`src/rtl/maze_round_ctrl_if.sv`:
```
// ---------------------------------------------------------------------------
// maze_round_ctrl_if
//   Signal bundle between the maze round sequencer and the rest of the game.
//   slave  : sequencer view (buttons/goal/time in, maze reset + status out)
//   master : surrounding logic view (drives the inputs, reads the status)
//   Signals:
//     iSTART_N  start/restart pushbutton, active-low, asynchronous
//     iGOAL     player at exit, synchronous level
//     iTIME_BCD round length, two BCD digits
//     iPAUSE_N  pause pushbutton, active-low (only with MAZE_ROUND_PAUSE_EN)
//     oMAZE_RST active-high maze block reset
//     oSEC_BCD  remaining seconds, BCD
//     oRUN / oWIN / oTIMEOUT  status LEDs
//     oSTATE    IDLE=0, CLEAR=1, PLAY=2, WIN=3, LOSE=4
// ---------------------------------------------------------------------------
interface maze_round_ctrl_if;
    logic       iSTART_N;
    logic       iGOAL;
    logic [7:0] iTIME_BCD;
`ifdef MAZE_ROUND_PAUSE_EN
    logic       iPAUSE_N;
`endif
    logic       oMAZE_RST;
    logic [7:0] oSEC_BCD;
    logic       oRUN;
    logic       oWIN;
    logic       oTIMEOUT;
    logic [2:0] oSTATE;

    modport slave (
`ifdef MAZE_ROUND_PAUSE_EN
        input  iPAUSE_N,
`endif
        input  iSTART_N,
        input  iGOAL,
        input  iTIME_BCD,
        output oMAZE_RST,
        output oSEC_BCD,
        output oRUN,
        output oWIN,
        output oTIMEOUT,
        output oSTATE
    );

    modport master (
`ifdef MAZE_ROUND_PAUSE_EN
        output iPAUSE_N,
`endif
        output iSTART_N,
        output iGOAL,
        output iTIME_BCD,
        input  oMAZE_RST,
        input  oSEC_BCD,
        input  oRUN,
        input  oWIN,
        input  oTIMEOUT,
        input  oSTATE
    );
endinterface

```
`src/rtl/maze_round_ctrl.sv`:
```
// ---------------------------------------------------------------------------
// maze_round_ctrl
//   Round sequencer for the maze game: owns the maze reset, the BCD round
//   countdown and the start pushbutton; ends a round on goal (WIN) or on
//   the countdown reaching zero (LOSE).
//   Ports:
//     iCLK    system clock
//     iRST_N  synchronous active-low reset
//     bus     maze_round_ctrl_if.slave (buttons, goal, time in; status out)
//   Parameters:
//     CLK_HZ        clock cycles per countdown second
//     MAZE_RST_CYC  cycles the maze reset is held in CLEAR (>= 1)
//     DEFAULT_TIME  BCD round length used for an invalid or zero iTIME_BCD
//   Optional feature: define MAZE_ROUND_PAUSE_EN to add the iPAUSE_N
//   pushbutton, which toggles a pause of the countdown while in PLAY.
// ---------------------------------------------------------------------------
module maze_round_ctrl #(
    parameter int         CLK_HZ       = 50000000,
    parameter int         MAZE_RST_CYC = 16,
    parameter logic [7:0] DEFAULT_TIME = 8'h60
) (
    input logic              iCLK,
    input logic              iRST_N,
    maze_round_ctrl_if.slave bus
);

    localparam int PW = (CLK_HZ > 1) ? $clog2(CLK_HZ) : 1;
    localparam int CW = (MAZE_RST_CYC > 1) ? $clog2(MAZE_RST_CYC) : 1;
    localparam logic [PW-1:0] PRESC_MAX = PW'(CLK_HZ - 1);
    localparam logic [CW-1:0] CLR_INIT  = CW'(MAZE_RST_CYC - 1);

    typedef enum logic [2:0] {
        S_IDLE  = 3'd0,
        S_CLEAR = 3'd1,
        S_PLAY  = 3'd2,
        S_WIN   = 3'd3,
        S_LOSE  = 3'd4
    } state_t;

    state_t        state_q, state_d;
    logic [7:0]    secs_q, secs_d;
    logic [PW-1:0] presc_q, presc_d;
    logic [CW-1:0] clr_cnt_q, clr_cnt_d;
    logic          start_sync1_q, start_sync1_d;
    logic          start_sync2_q, start_sync2_d;
    logic          start_edge_q, start_edge_d;
    logic          maze_rst_q, maze_rst_d;
    logic          run_q, run_d;
    logic          win_q, win_d;
    logic          timeout_q, timeout_d;

    logic          start_pulse;
    logic          tick;
    logic          play_hold;
    logic [7:0]    load_secs;

`ifdef MAZE_ROUND_PAUSE_EN
    logic          pause_sync1_q, pause_sync1_d;
    logic          pause_sync2_q, pause_sync2_d;
    logic          pause_edge_q, pause_edge_d;
    logic          paused_q, paused_d;
    logic          pause_pulse;
`endif

    // BCD decrement, saturating at 00.
    function automatic logic [7:0] bcd_dec(input logic [7:0] v);
        logic [7:0] r;
        if (v == 8'h00) begin
            r = 8'h00;
        end else if (v[3:0] == 4'd0) begin
            r = {v[7:4] - 4'd1, 4'd9};
        end else begin
            r = {v[7:4], v[3:0] - 4'd1};
        end
        return r;
    endfunction

    always_comb begin
        // Synchronizer chain and edge register for the pushbutton(s).
        start_sync1_d = bus.iSTART_N;
        start_sync2_d = start_sync1_q;
        start_edge_d  = start_sync2_q;
        start_pulse   = ~start_sync2_q & start_edge_q;

`ifdef MAZE_ROUND_PAUSE_EN
        pause_sync1_d = bus.iPAUSE_N;
        pause_sync2_d = pause_sync1_q;
        pause_edge_d  = pause_sync2_q;
        pause_pulse   = ~pause_sync2_q & pause_edge_q;
        play_hold     = paused_q;
`else
        play_hold     = 1'b0;
`endif

        tick = (presc_q == PRESC_MAX);

        if ((bus.iTIME_BCD[7:4] > 4'd9) || (bus.iTIME_BCD[3:0] > 4'd9) ||
            (bus.iTIME_BCD == 8'h00)) begin
            load_secs = DEFAULT_TIME;
        end else begin
            load_secs = bus.iTIME_BCD;
        end

        state_d   = state_q;
        secs_d    = secs_q;
        presc_d   = presc_q;
        clr_cnt_d = clr_cnt_q;

        case (state_q)
            S_IDLE: ;
            S_CLEAR: begin
                if (clr_cnt_q == '0) begin
                    state_d = S_PLAY;
                    presc_d = '0;
                end else begin
                    clr_cnt_d = clr_cnt_q - CW'(1);
                end
            end
            S_PLAY: begin
                if (!play_hold) begin
                    if (bus.iGOAL) begin
                        state_d = S_WIN;
                    end else if (tick) begin
                        presc_d = '0;
                        if (secs_q == 8'h01) begin
                            secs_d  = 8'h00;
                            state_d = S_LOSE;
                        end else begin
                            secs_d = bcd_dec(secs_q);
                        end
                    end else begin
                        presc_d = presc_q + PW'(1);
                    end
                end
            end
            S_WIN:  ;
            S_LOSE: ;
            default: state_d = S_IDLE;
        endcase

        // Start has top priority in every state, so it is applied as a
        // final override instead of being repeated in each case arm.
        if (start_pulse) begin
            state_d   = S_CLEAR;
            secs_d    = load_secs;
            clr_cnt_d = CLR_INIT;
        end

`ifdef MAZE_ROUND_PAUSE_EN
        paused_d = paused_q;
        if ((state_q == S_PLAY) && pause_pulse) begin
            paused_d = ~paused_q;
        end
        if ((state_d != S_PLAY) || start_pulse) begin
            paused_d = 1'b0;
        end
        run_d = (state_d == S_PLAY) && !paused_d;
`else
        run_d = (state_d == S_PLAY);
`endif

        maze_rst_d = (state_d == S_IDLE) || (state_d == S_CLEAR) ||
                     (state_d == S_LOSE);
        win_d      = (state_d == S_WIN);
        timeout_d  = (state_d == S_LOSE);
    end

    always_ff @(posedge iCLK) begin
        if (!iRST_N) begin
            state_q       <= S_IDLE;
            secs_q        <= 8'h00;
            presc_q       <= '0;
            clr_cnt_q     <= '0;
            start_sync1_q <= 1'b1;
            start_sync2_q <= 1'b1;
            start_edge_q  <= 1'b1;
            maze_rst_q    <= 1'b1;
            run_q         <= 1'b0;
            win_q         <= 1'b0;
            timeout_q     <= 1'b0;
`ifdef MAZE_ROUND_PAUSE_EN
            pause_sync1_q <= 1'b1;
            pause_sync2_q <= 1'b1;
            pause_edge_q  <= 1'b1;
            paused_q      <= 1'b0;
`endif
        end else begin
            state_q       <= state_d;
            secs_q        <= secs_d;
            presc_q       <= presc_d;
            clr_cnt_q     <= clr_cnt_d;
            start_sync1_q <= start_sync1_d;
            start_sync2_q <= start_sync2_d;
            start_edge_q  <= start_edge_d;
            maze_rst_q    <= maze_rst_d;
            run_q         <= run_d;
            win_q         <= win_d;
            timeout_q     <= timeout_d;
`ifdef MAZE_ROUND_PAUSE_EN
            pause_sync1_q <= pause_sync1_d;
            pause_sync2_q <= pause_sync2_d;
            pause_edge_q  <= pause_edge_d;
            paused_q      <= paused_d;
`endif
        end
    end

    assign bus.oMAZE_RST = maze_rst_q;
    assign bus.oSEC_BCD  = secs_q;
    assign bus.oRUN      = run_q;
    assign bus.oWIN      = win_q;
    assign bus.oTIMEOUT  = timeout_q;
    assign bus.oSTATE    = state_q;

endmodule
```
`src/flat_wrapper.sv`:
```
// flat-port wrapper written by rule: the top's interface ports become plain ports
module maze_round_ctrl_flat 
#(
    parameter int         CLK_HZ       = 50000000,
    parameter int         MAZE_RST_CYC = 16,
    parameter logic [7:0] DEFAULT_TIME = 8'h60
)
  (iCLK, iRST_N, bus_iSTART_N, bus_iGOAL, bus_iTIME_BCD, bus_oMAZE_RST, bus_oSEC_BCD, bus_oRUN, bus_oWIN, bus_oTIMEOUT, bus_oSTATE);
  maze_round_ctrl_if bus_i ();
  input logic iCLK;
  input logic iRST_N;
  input wire logic [$bits(bus_i.iSTART_N)-1:0] bus_iSTART_N;
  input wire logic [$bits(bus_i.iGOAL)-1:0] bus_iGOAL;
  input wire logic [$bits(bus_i.iTIME_BCD)-1:0] bus_iTIME_BCD;
  output wire logic [$bits(bus_i.oMAZE_RST)-1:0] bus_oMAZE_RST;
  output wire logic [$bits(bus_i.oSEC_BCD)-1:0] bus_oSEC_BCD;
  output wire logic [$bits(bus_i.oRUN)-1:0] bus_oRUN;
  output wire logic [$bits(bus_i.oWIN)-1:0] bus_oWIN;
  output wire logic [$bits(bus_i.oTIMEOUT)-1:0] bus_oTIMEOUT;
  output wire logic [$bits(bus_i.oSTATE)-1:0] bus_oSTATE;
  assign bus_i.iSTART_N = bus_iSTART_N;
  assign bus_i.iGOAL = bus_iGOAL;
  assign bus_i.iTIME_BCD = bus_iTIME_BCD;
  assign bus_oMAZE_RST = bus_i.oMAZE_RST;
  assign bus_oSEC_BCD = bus_i.oSEC_BCD;
  assign bus_oRUN = bus_i.oRUN;
  assign bus_oWIN = bus_i.oWIN;
  assign bus_oTIMEOUT = bus_i.oTIMEOUT;
  assign bus_oSTATE = bus_i.oSTATE;
  maze_round_ctrl #(.CLK_HZ(CLK_HZ), .MAZE_RST_CYC(MAZE_RST_CYC), .DEFAULT_TIME(DEFAULT_TIME)) u_core (.iCLK(iCLK), .iRST_N(iRST_N), .bus(bus_i));
endmodule
```
`config.mk`:
```
export PLATFORM = sky130hd
export DESIGN_NAME = maze_round_ctrl_flat
export DESIGN_NICKNAME = d
export VERILOG_FILES = /design/src/rtl/maze_round_ctrl_if.sv /design/src/rtl/maze_round_ctrl.sv /design/src/flat_wrapper.sv
export SDC_FILE = /design/constraint.sdc
export NUM_CORES = 1
export LEC_CHECK = 0
export BUFFER_PORTS_ARGS = -buffer_cell sky130_fd_sc_hd__buf_2
export CORE_ASPECT_RATIO = 1.4
export CORE_UTILIZATION = 27
export DETAILED_ROUTE_END_ITERATION = 8
export GPL_ROUTABILITY_DRIVEN = 0
export MAX_ROUTING_LAYER = met4
export PLACE_DENSITY_LB_ADDON = 0.12
export SLEW_MARGIN = 10
export SYNTH_ARGS = -nofsm -noshare
export SYNTH_HDL_FRONTEND = slang
export SYNTH_SLANG_ARGS = --single-unit
```
`constraint.sdc`:
```
create_clock -name iCLK -period 3.1 [get_ports iCLK]
set_clock_uncertainty 0.2 [all_clocks]
set_input_delay 0.31 -clock iCLK [delete_from_list [all_inputs] [get_ports iCLK]]
set_output_delay 0.31 -clock iCLK [all_outputs]
set_load 0.05 [all_outputs]
```
==> results.tsv <==
stage	metric	value	unit
detailed_routing	wl_met3	184	um
detailed_routing	wl_met1	2.83	mm
timing	holdWs	0.150	ns
logic_synthesis	yosys_register_bits	48	
timing	final.setup.tns	0	ns
power_and_ir_drop	combinational_share_of_power	10.8	%
cts	worst_skew_pair.late_latency	0.30	ns
power_and_ir_drop	total_switching_power	0.000378	W
detailed_routing	dr_wl_met2	3.48	mm
logic_synthesis	yosys.cell_types.count	54	
cells_and_area	areaGrowthSynthToFinish	15.6	%
logic_synthesis	synthesis.nets	322	
floorplanning	placement_rows	42	
cells_and_area	finish.utilization	32.1	%
timing	final.period_utilization	80.6	%
cells_and_area	layout-drive-gt1-share	15.3	%
placement	place_area	2810	um^2
cells_and_area	multi_input_area	1520	um^2
logic_synthesis	async_reset_ff_share	0	%
cts	cts.repair.resized	0	
power_and_ir_drop	seq_power_share	42.3	%
outcome	outcome	completed	
placement	placedCellCount	435	
timing	tightest_slew	0.710	ns
setup_path	critPathSlowestCell	sky130_fd_sc_hd__or4_4	
cts	longest_clk_path_bufs	2	
setup_path	cp-start-kind	flop	
timing	slew-limit-headroom	52.5	%
floorplanning	die_width	85.1	um
logic_synthesis	syn_inst	305	
setup_path	crit_path_max_incr_delay	0.58	ns
setup_path	critPathKind	reg -> reg	
detailed_routing	via_count	2337	
floorplanning	initial_utilization	27.8	%
placement	port_buffers	26	
detailed_routing	routed_wl	6.66	mm
power_and_ir_drop	power_leakage	1.14	nW
job	maxCapViolCount	0	
logic_synthesis	yosysSeqAreaShare	36.8	%
timing	setup_viol	0	
timing	period_minus_slack	2.50	ns
setup_path	crit-reg2reg-launch	u_core.presc_q[7]$_SDFFE_PN0P_	
global_route	number_of_global_route_vias_before_repair	2290	
logic_synthesis	synth-edff-count	0	
setup_path	cell_breakdown_of_the_critical_path	or4_4 > nor4_4 > a21oi_4 > a21o_1 > a22o_1	
global_route	grt_antenna_before_repair	0	
detailed_routing	initialDrtViolationCount	153	
global_route	gr-usage-all-layers	14.6	%
logic_synthesis	syn-mean-instance-area	8.56	um^2
cts	cts_tree	yes	
floorplanning	core	9410	um^2
floorplanning	pin_count	27	
floorplanning	die_area	10100	um^2
logic_synthesis	syn-cell-area	2610	um^2
detailed_routing	highest-signal-layer	met4	
worst_hold_path	timing.hold.worst.start	bus_iTIME_BCD[0]	
cells_and_area	filler_cell_count	981	
cells_and_area	seq_area	961	um^2
global_route	grt_max_degree	30	
floorplanning	die_height	118	um
logic_synthesis	synthFlopType	sky130_fd_sc_hd__dfxtp_1	
power_and_ir_drop	power_report.internal_total	0.00115	W
detailed_routing	first_pass_iteration_count_of_the_detailed_router	4	
setup_path	critical_path.top_delay_family	simple AND/OR/NAND/NOR gates	
setup_path	ff2ff_setup_slack	0.60	ns
timing	finalHoldViolations	0	
setup_path	worst_ep_arrival_time	2.48	ns
power_and_ir_drop	netSwitchingFraction	24.6	%
global_route	globalRoute.totalOverflow	0	
power_and_ir_drop	power.density	507	nW/um^2
setup_path	worstSetupEndpointType	flop	
logic_synthesis	yosys_warnings	0	
detailed_routing	final_antenna_net_count	0	
timing	slew_violations	0	
placement	place.detailed.hpwl	4.83	mm
global_route	grt_first_pass_wirelength	11.2	mm
setup_path	critical_path_required	3.08	ns
detailed_routing	number_of_vias_per_cell_after_detailed_routing	5.26	
timing	max_freq	0.400	GHz
detailed_routing	routed_wire_length_per_instance	15.0	um
timing	grt_setup_unrepaired	false	
cts	cts-buffers-inserted	5	
cts	clk_pin_slew_worst_paths	0.07	ns
cts	postCtsSetupRepairBufs	0	
cells_and_area	insertedDiodeCount	0	
cts	cts_root_buffer	sky130_fd_sc_hd__clkbuf_16	
setup_path	worst_setup_path_startpoint	u_core.presc_q[7]$_SDFFE_PN0P_	
power_and_ir_drop	power.share.clock	46.9	%
cells_and_area	mostFrequentLayoutCell	sky130_fd_sc_hd__dfxtp_1	
worst_hold_path	hold_path.class	in -> reg	
cts	clkSinkCount	48	
cells_and_area	layout.cells.most_common_list	48 x sky130_fd_sc_hd__dfxtp_1, 27 x sky130_fd_sc_hd__nand2_1, 26 x sky130_fd_sc_hd__buf_2	
power_and_ir_drop	peakVddDrop	0.000294	V
setup_path	critical_path_peak_fanout	29	
cells_and_area	fin_nets	350	
detailed_routing	drc_errors	0	
cells_and_area	final-instance-count-excl-fill	444	
cells_and_area	post-route-cell-area	3020	um^2
setup_path	timing.critical_path.buf_inv	0	
cts	cts_htree_levels	2	
[kinds of logic after synthesis]
kind of cell / count (synthesis) / synth area share [%]
buffers and inverters: 20 / 5.46
XOR/XNOR: 16 / 5.37
flip-flops: 48 / 36.8
AND/OR/NAND/NOR: 126 / 27.3
multiplexers: 4 / 1.53
AO/OA/AOI/OAI: 86 / 21.2
adder cells (fa/ha/maj): 5 / 2.40
[registers in the layout, indices dropped and copies added (netlist names)]
signal                flops
u_core.start_edge_d       1
u_core.bus.oWIN           1
u_core.bus.oMAZE_RST      1
u_core.start_sync1_q      1
u_core.clr_cnt_q          4
u_core.start_edge_q       1
u_core.bus.oRUN           1
u_core.presc_q           26
u_core.bus.oSEC_BCD       8
u_core.bus.oSTATE         3
u_core.bus.oTIMEOUT       1
[repair_timing]
action	in CTS	in global routing
setup endpoints to repair	0	0
hold buffers	1	0
endpoints found under the hold margin	1	0
[synthesized netlist by cell type (3+ instances only)]
master | n | area share (%)
sky130_fd_sc_hd__a21oi_1 | 18 | 3.5
sky130_fd_sc_hd__nand2_1 | 27 | 3.9
sky130_fd_sc_hd__and4_1 | 5 | 1.7
sky130_fd_sc_hd__a22o_1 | 5 | 1.7
sky130_fd_sc_hd__dfxtp_1 | 48 | 37
sky130_fd_sc_hd__o21ai_0 | 21 | 4.0
sky130_fd_sc_hd__buf_6 | 6 | 2.6
sky130_fd_sc_hd__and2_1 | 5 | 1.2
sky130_fd_sc_hd__xnor2_1 | 6 | 2.0
sky130_fd_sc_hd__inv_1 | 9 | 1.3
sky130_fd_sc_hd__nor2b_1 | 4 | 0.96
sky130_fd_sc_hd__a22oi_1 | 5 | 1.4
sky130_fd_sc_hd__nand4_1 | 12 | 2.9
sky130_fd_sc_hd__nor3_1 | 4 | 0.77
sky130_fd_sc_hd__mux2i_1 | 4 | 1.5
sky130_fd_sc_hd__nand3_1 | 12 | 2.3
sky130_fd_sc_hd__ha_1 | 5 | 2.4
sky130_fd_sc_hd__a31oi_1 | 15 | 3.6
sky130_fd_sc_hd__nand2b_1 | 6 | 1.4
sky130_fd_sc_hd__xor2_1 | 10 | 3.4
sky130_fd_sc_hd__a41oi_1 | 3 | 1.0
sky130_fd_sc_hd__a21boi_0 | 4 | 1.2
sky130_fd_sc_hd__nor2_1 | 22 | 3.2
sky130_fd_sc_hd__and3_1 | 10 | 2.4
sky130_fd_sc_hd__nor4_1 | 4 | 0.96
[tightest hold or removal path, stage by stage]
cell and delay (ns):
sky130_fd_sc_hd__buf_2 0.09, sky130_fd_sc_hd__a22oi_1 0.08, sky130_fd_sc_hd__a21oi_1 0.13
[final cells by class]
| type | instances | share of cell area [%] |
|---|---|---|
| multi-input combinational | 237 | 50.2 |
| sequential | 48 | 31.8 |
| timing repair buffer | 32 | 5.88 |
| tap | 110 | 4.56 |
| clock buffer | 5 | 4.14 |
| clock inverter | 3 | 2.28 |
| inverter | 9 | 1.12 |
[path summary, 6_finish.rpt]
path / to / cells after the start
setup reg to reg: u_core.presc_q[5]$_SDFFE_PN0P_ / 5
setup / recovery: u_core.presc_q[5]$_SDFFE_PN0P_ / 5
hold reg to reg: u_core.start_edge_d$_SDFF_PN1_ / 1
hold / removal: u_core.bus.oSEC_BCD[0]$_SDFFE_PN0P_ / 3
[metrics by stage]
| stage | setup slack (ns) | total power (W) |
|---|---|---|
| after floorplan | 0.702 | 0.000787 |
| after global placement | 0.369 | 0.000830 |
| after detailed placement | 0.352 | 0.000829 |
| after CTS | 0.322 | 0.00156 |
| after global routing | 0.381 | 0.00160 |
| final | 0.603 | 0.00153 |
[per-layer routing]
layer | track usage, % | up-vias
li1 | - | 1189
met1 | 16.0 | 1103
met2 | 25.5 | 36
met3 | 2.30 | 9
met4 | 6.78 | 0
met5 | - | -
[power groups by stage]
| stage | Combinational [W] | Sequential [W] | Clock, W |
|---|---|---|---|
| 5_1_grt | 0.000186 | 0.000650 | 0.000764 |
| 6_report | 0.000166 | 0.000647 | 0.000719 |
| 3_5_place_dp | 0.000167 | 0.000662 | 0 |
| 4_1_cts | 0.000169 | 0.000648 | 0.000739 |
| 3_3_place_gp | 0.000168 | 0.000662 | 0 |
| 2_1_floorplan | 0.000105 | 0.000682 | 0 |
Note: power is estimated with default switching activity, not from simulation.
